File: config.mk
export PLATFORM = sky130hd
export DESIGN_NAME = muldiv_unit
export DESIGN_NICKNAME = d
export VERILOG_FILES = /design/src/rtl/muldiv_unit.sv
export SDC_FILE = /design/constraint.sdc
export NUM_CORES = 1
export LEC_CHECK = 0
export BUFFER_PORTS_ARGS = -buffer_cell sky130_fd_sc_hd__buf_2
export CAP_MARGIN = 15
export CORE_UTILIZATION = 60
export CTS_BUF_LIST = sky130_fd_sc_hd__clkbuf_8
export CTS_CLUSTER_DIAMETER = 200
export CTS_CLUSTER_SIZE = 30
export DETAILED_ROUTE_END_ITERATION = 12
export PLACE_DENSITY = 0.83
export SETUP_SLACK_MARGIN = 0.4
export SLEW_MARGIN = 20
export SYNTH_ARGS = -nofsm -noshare
export SYNTH_HDL_FRONTEND = slang
export SYNTH_SLANG_ARGS = --single-unit
File: constraint.sdc
create_clock -name clk -period 7.1 [get_ports clk]
set_clock_uncertainty 0.05 [all_clocks]
set_input_delay 1.065 -clock clk [delete_from_list [all_inputs] [get_ports clk]]
set_output_delay 1.065 -clock clk [all_outputs]
set_load 0.005 [all_outputs]
File: src/rtl/muldiv_unit.sv
// muldiv_unit: iterative RV32M multiply/divide unit.
//
// Operands are magnitude-converted once, then processed one bit per clock:
// shift-add for multiply, restoring subtract for divide. A final fix-up
// cycle applies sign correction and the divide special cases. Latency is
// fixed for every op and operand value.
//
// Ports:
//   clk     - system clock, rising edge
//   rst_n   - asynchronous active-low reset
//   start   - operation request, sampled only while idle
//   kill    - abort an in-flight operation; wins over start
//   op      - funct3: 0 MUL, 1 MULH, 2 MULHSU, 3 MULHU, 4 DIV, 5 DIVU, 6 REM, 7 REMU
//   opr_a   - operand A (rs1)
//   opr_b   - operand B (rs2 or immediate)
//   busy    - high while an operation occupies the unit
//   done    - one-cycle pulse, result valid in this cycle
//   result  - last completed result, held until the next completion
module muldiv_unit #(
    parameter int XLEN = 32,
    parameter int ITER = 32
) (
    input  logic            clk,
    input  logic            rst_n,
    input  logic            start,
    input  logic            kill,
    input  logic [2:0]      op,
    input  logic [XLEN-1:0] opr_a,
    input  logic [XLEN-1:0] opr_b,
    output logic            busy,
    output logic            done,
    output logic [XLEN-1:0] result
);

    localparam int CNT_W = $clog2(ITER + 1);

    typedef enum logic [1:0] {
        S_IDLE,
        S_CALC,
        S_FIX,
        S_DONE
    } state_t;

    state_t state, state_next;

    logic [2:0]       op_q;
    logic [XLEN-1:0]  a_raw;
    logic [XLEN-1:0]  b_raw;
    logic [XLEN-1:0]  hi;    // multiply: product high half; divide: partial remainder
    logic [XLEN-1:0]  lo;    // multiply: multiplier/product low half; divide: quotient
    logic [CNT_W-1:0] cnt;

    // Two's complement negate when flag is set.
    function automatic logic [XLEN-1:0] cond_neg(input logic neg, input logic [XLEN-1:0] v);
        return neg ? (~v + 1'b1) : v;
    endfunction

    function automatic logic [2*XLEN-1:0] cond_neg_wide(input logic neg, input logic [2*XLEN-1:0] v);
        return neg ? (~v + 1'b1) : v;
    endfunction

    logic            is_div;
    logic            a_signed;
    logic            b_signed;
    logic            a_neg;
    logic            b_neg;
    logic            b_zero;
    logic [XLEN-1:0] b_mag;
    logic [XLEN:0]   mul_sum;
    logic [XLEN:0]   rem_shift;
    logic            can_sub;
    logic [XLEN-1:0] rem_diff;
    logic [2*XLEN-1:0] product_fix;
    logic [XLEN-1:0] quot_fix;
    logic [XLEN-1:0] rem_fix;
    logic [XLEN-1:0] fix_value;

    assign is_div   = op_q[2];
    assign a_signed = (op_q == 3'd1) || (op_q == 3'd2) || (op_q == 3'd4) || (op_q == 3'd6);
    assign b_signed = (op_q == 3'd1) || (op_q == 3'd4) || (op_q == 3'd6);
    assign a_neg    = a_signed && a_raw[XLEN-1];
    assign b_neg    = b_signed && b_raw[XLEN-1];
    assign b_zero   = (b_raw == '0);
    assign b_mag    = cond_neg(b_neg, b_raw);

    // Shift-add step: add multiplicand when the current multiplier bit is set,
    // then shift {carry, hi, lo} right by one.
    assign mul_sum = {1'b0, hi} + (lo[0] ? {1'b0, b_mag} : '0);

    // Restoring-divide step. The remainder stays below b_mag, so the
    // difference fits in XLEN bits whenever the subtraction is taken.
    assign rem_shift = {hi, lo[XLEN-1]};
    assign can_sub   = (rem_shift >= {1'b0, b_mag});
    assign rem_diff  = rem_shift[XLEN-1:0] - b_mag;

    // MUL's low half is sign-agnostic, so it shares the unsigned path.
    assign product_fix = cond_neg_wide(a_neg ^ b_neg, {hi, lo});
    assign quot_fix    = cond_neg(a_neg ^ b_neg, lo);
    assign rem_fix     = cond_neg(a_neg, hi);

    always_comb begin
        fix_value = '0;
        case (op_q)
            3'd0:                fix_value = product_fix[XLEN-1:0];
            3'd1, 3'd2, 3'd3:    fix_value = product_fix[2*XLEN-1:XLEN];
            3'd4, 3'd5:          fix_value = b_zero ? '1 : quot_fix;
            default:             fix_value = b_zero ? a_raw : rem_fix;
        endcase
    end

    always_comb begin
        state_next = state;
        case (state)
            S_IDLE: if (start && !kill) state_next = S_CALC;
            S_CALC: begin
                if (kill)
                    state_next = S_IDLE;
                else if (cnt == CNT_W'(ITER))
                    state_next = S_FIX;
            end
            S_FIX:  state_next = kill ? S_IDLE : S_DONE;
            S_DONE: state_next = S_IDLE;
            default: state_next = S_IDLE;
        endcase
    end

    assign busy = (state != S_IDLE);
    assign done = (state == S_DONE);

    always_ff @(posedge clk or negedge rst_n) begin
        if (!rst_n) begin
            state  <= S_IDLE;
            op_q   <= '0;
            a_raw  <= '0;
            b_raw  <= '0;
            hi     <= '0;
            lo     <= '0;
            cnt    <= '0;
            result <= '0;
        end else begin
            state <= state_next;
            case (state)
                S_IDLE: begin
                    if (start && !kill) begin
                        op_q  <= op;
                        a_raw <= opr_a;
                        b_raw <= opr_b;
                        cnt   <= '0;
                    end
                end
                S_CALC: begin
                    cnt <= cnt + CNT_W'(1);
                    if (cnt == '0) begin
                        // First CALC edge loads |a| as the working operand.
                        hi <= '0;
                        lo <= cond_neg(a_neg, a_raw);
                    end else if (is_div) begin
                        hi <= can_sub ? rem_diff : rem_shift[XLEN-1:0];
                        lo <= {lo[XLEN-2:0], can_sub};
                    end else begin
                        hi <= mul_sum[XLEN:1];
                        lo <= {mul_sum[0], lo[XLEN-1:1]};
                    end
                end
                S_FIX: begin
                    if (!kill) result <= fix_value;
                end
                default: ;
            endcase
        end
    end

endmodule

---- Word level (Yosys, flattened, before mapping) ----
Cells that the tools add are included.
Widths: inputs -> output; s select.
storage, ports and cells
  register bits after elaboration ......... 171
  input bits .............................. 71
  output and inout bits ................... 34
  word-level logic and storage cells ...... 78
cells by class
  add/subtract/negate cells ............... 8
  order comparisons ....................... 1
  equal/unequal tests ..................... 12
  mux-type cells .......................... 21
  bitwise operators ....................... 7
  reduce and logical (&&, ||, !) cells .... 21
operators by type and width
  kind                   number
  $mux 32                12
  $add 32x1->32 const B  4
  $not 32->32            4
  $pmux 32 s3            1
  $add 64x1->64 const B  1
  $mux 64                1
  $not 64->64            1
  $add 32x32->33         1
  $ge 33x32->1           1
  $logic_not 32->1       1
  $sub 32x32->32         1
  $pmux 6 s2             1
  $eq 3x3->1 const B     3
  $mux 2                 4
  $pmux 2 s4             1
  $reduce_and 2->1       4
  $add 6x1->6 const B    1
  $eq 3x2->1 const B     2
  $eq 6x6->1 const B     1
  $logic_not 6->1        1
  $mux 6                 1
  $logic_or 1x1->1       5
  $eq 2x2->1 const B     2
  $reduce_bool 2->1      2
  12 further kinds       14

---- Longest topological paths before layout ----
  depth in word-level cells ............... 9
  mapped depth ............................ 21
  depth with buffers taken out ............ 18

---- Worst setup path after synthesis ----
No wires, ideal clock.
  path type ............................... reg2reg
  start point ............................. reg b_raw[0]
  end point ............................... reg hi[17]
  library setup time ...................... 0.122 ns
  data arrival time ....................... 4.214 ns
  required time ........................... 6.928 ns
  path slack .............................. 2.715 ns
  cell stages (with the launch flop) ...... 20
  path buffers ............................ 3
  period minus slack after synthesis ...... 4.385 ns
  cells stage by stage .................... dfrtp_1 -> inv_1 -> ha_1 -> or4b_1 -> or3_1 -> nor2_1 -> a21oi_1 -> xnor2_1 -> ha_1 -> clkbuf_1 -> a21o_1 -> a21o_1 -> a21oi_1 -> and3_1 -> nand3_1 -> a21oi_1 -> clkbuf_1 -> clkbuf_1 -> o211ai_1 -> a32o_1
on the way
  longest elaborated chain between the ends .. 7
  elaborated cells between the ends (all ways) .. 10
  those cells by class .................... add/sub: 3; order compare: 1; mux: 5; bitwise: 1
ends and longest elaborated chain
  element                                           RTL line  text
  start: declaration                                48        logic [XLEN-1:0] b_raw;
  start signal: assignment                          147       b_raw <= opr_b;
  $not 32->32                                       55        return neg ? (~v + 1'b1) : v;
  $add 32x1->32                                     55
  $mux 32 (*)                                       55
  $mux 32 (tied with other cells)                   88        assign mul_sum = {1'b0, hi} + (lo[0] ? {1'b0, b_mag} : '0);
  $add 32x32->33 / $mux 32 (equally long branches)  88, 158
  $mux 32 (*)                                       157       end else if (is_div) begin
  $mux 32 (*)                                       153       if (cnt == '0) begin
  end signal: assignment                            158       hi <= can_sub ? rem_diff : rem_shift[XLEN-1:0];
  end signal: assignment                            161       hi <= mul_sum[XLEN:1];
  end: declaration                                  49        logic [XLEN-1:0] hi;
Mark *: on every way between the ends. The rest lies on a longest branch, timed or not.
A chain may end at the register's enable or synchronous reset.

---- Worst setup path after layout ----
  start point ............................. reg op_q[2]
  end point ............................... reg hi[20]
on the way
  longest elaborated chain between the ends .. 9
  elaborated cells between the ends (all ways) .. 14
  those cells by class .................... add/sub: 2; order compare: 1; eq/ne: 3; mux: 5; reduce/logical: 3
ends and longest elaborated chain
  element                                           RTL line  text
  start: declaration                                46        logic [2:0] op_q;
  start signal: assignment                          145       op_q <= op;
  $eq 3x1->1 / $eq 3x3->1 (equally long branches)   80        assign b_signed = (op_q == 3'd1) || (op_q == 3'd4) || (op_q == 3'd6);
  $logic_or 1x1->1 (2 in a row)                     80
  $logic_and 1x1->1                                 82        assign b_neg = b_signed && b_raw[XLEN-1];
  $mux 32                                           55
  $mux 32 (tied with other cells)                   88
  $add 32x32->33 / $mux 32 (equally long branches)  88, 158
  $mux 32 (*)                                       157
  $mux 32 (*)                                       153
Marks and branches as above.

==> flow_metrics.tcl <==
set metrics [dict create \
    outcome "completed" \
    p_per_area_mw_per_mm2 434 \
    path_max_fanout 29 \
    setup_violations 0 \
    clock_sinks 171 \
    reg2reg_from "op_q[2]$_DFFE_PN0P_" \
    grt_use_met3 0.0752 \
    viasPerCell 6.61 \
    dieHeight_um 162 \
    yosysTopAreaCell "dfrtp_1" \
    synthDistinctLibCells 79 \
    ys_seq_elements 171 \
    drive_gt1_frac 0.0943 \
    seq_area_frac_synth 0.280 \
    busiest_layer "met1" \
    ys_warn_count 0 \
    cp.required_ns 7.42 \
    nets 2189 \
    io_buffers 104 \
    final_common_cell "nand2_1" \
    drv_cap 0 \
    rsz0062_at_grt "no" \
    postRouteAntennaNets 0 \
    met1_usage 0.555 \
    grt_pass1_wl_um 77900 \
    initial_core_util 0.610 \
    vias 15779 \
    p_leak_nw 7.56 \
    hold_viol_final 0 \
    diodes 0 \
    period_share 0.790 \
    rows 58 \
    end_kind "register" \
    syn_inst 2034 \
    hold_ws_ns 0.399 \
    synth_edf_count 0 \
    cts_root_buffer "clkbuf_8" \
    dp_hpwl_um 36000 \
    fin_crit_ns 5.61 \
    clock_latency_ns 0.49 \
    grt_overflow 0 \
    worstMarginPinSlew_ns 0.998 \
    pre_cts_slack_ns 1.42 \
    path_class "reg -> reg" \
    critPathArrivalTime_ns 5.93 \
    post_cts_buffers 0 \
    synth_flop_cell "dfrtp_1" \
    dieArea_mm2 0.0261 \
    core_mm2 0.0250 \
    synth_area_mm2 0.0153 \
    avgSynthCellArea_um2 7.51 \
    grt_pass1_vias 14196 \
    tns_ns 0 \
    cts_buffers 17 \
    htreeDepth 4 \
    max_freq_mhz 178 \
    max_slew_margin 0.334 \
    grt_max_degree 80 \
    fin_ws_ns 1.49 \
    firstDrtPassIters 9 \
    ir_drop_mv 0.202 \
    synth_top_area_share 0.280 \
    drt-total-wl_um 49600 \
    synthArstFlopShare 1.00 \
    hold_path.class "in -> async" \
    most-common-layout-cells "350 x nand2_1, 227 x nor2_1, 170 x dfrtp_1, 159 x o21ai_0, 157 x a21oi_1" \
    synth_area_leaders "dfrtp_1 28%, nand2_1 8.6%, xnor2_1 6.0%, ha_1 5.7%, nor2_1 5.6%" \
    grtUsageMet2 0.554 \
    clock_path_buffers 2 \
    wire_per_inst_um 20.8 \
    worstSetupStartpoint "op_q[2]$_DFFE_PN0P_" \
    area_growth_pct 6.80 \
    die_w_um 162 \
    drv_slew 0 \
    cts_tree "yes" \
    clk_pin_slew_worst_paths_ns 0.11 \
    ctsResizeCount 0 \
    grt_usage 0.380 \
    hold_buffers 0 \
    syn_nets 2177 \
    pin_count 105 \
    gp_congestion 1.02 \
    drt-initial-drc-count 2062 \
    antenna_found_initial 0 \
    startpoint_type "register" \
    drc 0 \
]
[synthesized netlist by cell type (8+ instances only)]
cell and n:
nand2_1 350, o21ai_0 159, and2_1 16, a21o_1 41, nand2b_1 13, nor2b_1 10, o211ai_1 17, and3_1 15
dfrtp_1 171, xnor2_1 105, nor2_1 229, ha_1 70, nor3_1 46, clkbuf_1 120, nand4_1 14, mux2i_1 43
nand3_1 27, or3_1 25, or4_1 11, a22o_1 9, o221ai_1 11, a21oi_1 158, o31ai_1 25, a31oi_1 29
o21a_1 16, a221oi_1 11, inv_1 33, nor4_1 9, a211oi_1 23, xor2_1 87, buf_1 8
[critical path, stage by stage (launching register included)]
cell and delay [ns]:
dfrtp_2 0.86, mux2i_1 0.31, nor2b_2 0.60, mux2i_1 0.59, ha_1 0.35, nor2b_1 0.16, o31a_1 0.29, o31ai_1 0.45
a21o_1 0.24, nand3_1 0.17, a21o_1 0.38, buf_4 0.29, nand2_1 0.29, o21ai_0 0.14, a221o_1 0.32
[sequential cells by signal, summed over array words and instances, names as in the netlist]
register / cells
b_raw: 32
state: 2
lo: 32
op_q: 3
cnt: 6
result: 32
a_raw: 32
hi: 32
[logic make-up after synthesis]
logic type	after synthesis	synth area share
AOI/OAI and AO/OA	580	0.239
xor gates and xnor gates	192	0.110
adders and majority gates	72	0.0600
buffers and inverters	170	0.0434
DFF	171	0.280
muxes	47	0.0311
and+or+nand+nor	802	0.236
[power breakdown]
group          internal [mW]  leakage [nW]  switching (mW)
Clock                  0.297         0.203           0.453
Sequential              1.25          2.16           0.622
Combinational           1.75          5.20            2.71
[cell type report]
| class | instances | area (µm²) |
|---|---|---|
| timing repair buffer | 129 | 714 |
| multi-input combinational | 1693 | 10400 |
| clock inverter | 14 | 175 |
| sequential | 171 | 4280 |
| tap | 330 | 413 |
| clock buffer | 17 | 234 |
| inverter | 34 | 128 |
| fill | 2182 | 8730 |
[stage by stage]
stage                     utilization  power [mW]  instances  instance area, µm²
final                           0.651        7.07       2388               16300
after global routing            0.651        7.51       2388               16300
after CTS                       0.651        6.89       2388               16300
after detailed placement        0.635        6.13       2357               15900
after global placement          0.635        6.02       2357               15900
after floorplan                     -        4.95       2034               15300
[routing by layer]
metal / routed length [µm] / part of all wire
met3: 6490 / 0.13
met4: 1830 / 0.037
met1: 20600 / 0.42
met2: 20600 / 0.42
met5: 0 / 0
[worst paths after layout]
| path | slack [ns] | to | cells past startpoint |
|---|---|---|---|
| max | 1.49 | hi[20]$_DFFE_PN0P_ | 14 |
| min | 0.40 | a_raw[12]$_DFFE_PN0P_ | 1 |
| max reg2reg | 1.49 | hi[20]$_DFFE_PN0P_ | 14 |
| min reg2reg | 0.44 | result[6]$_DFFE_PN0P_ | 2 |
| max in group asynchronous | 5.35 | op_q[2]$_DFFE_PN0P_ | 2 |
| min in group clk | 0.44 | result[6]$_DFFE_PN0P_ | 2 |
(Power assumes the default switching activity.)
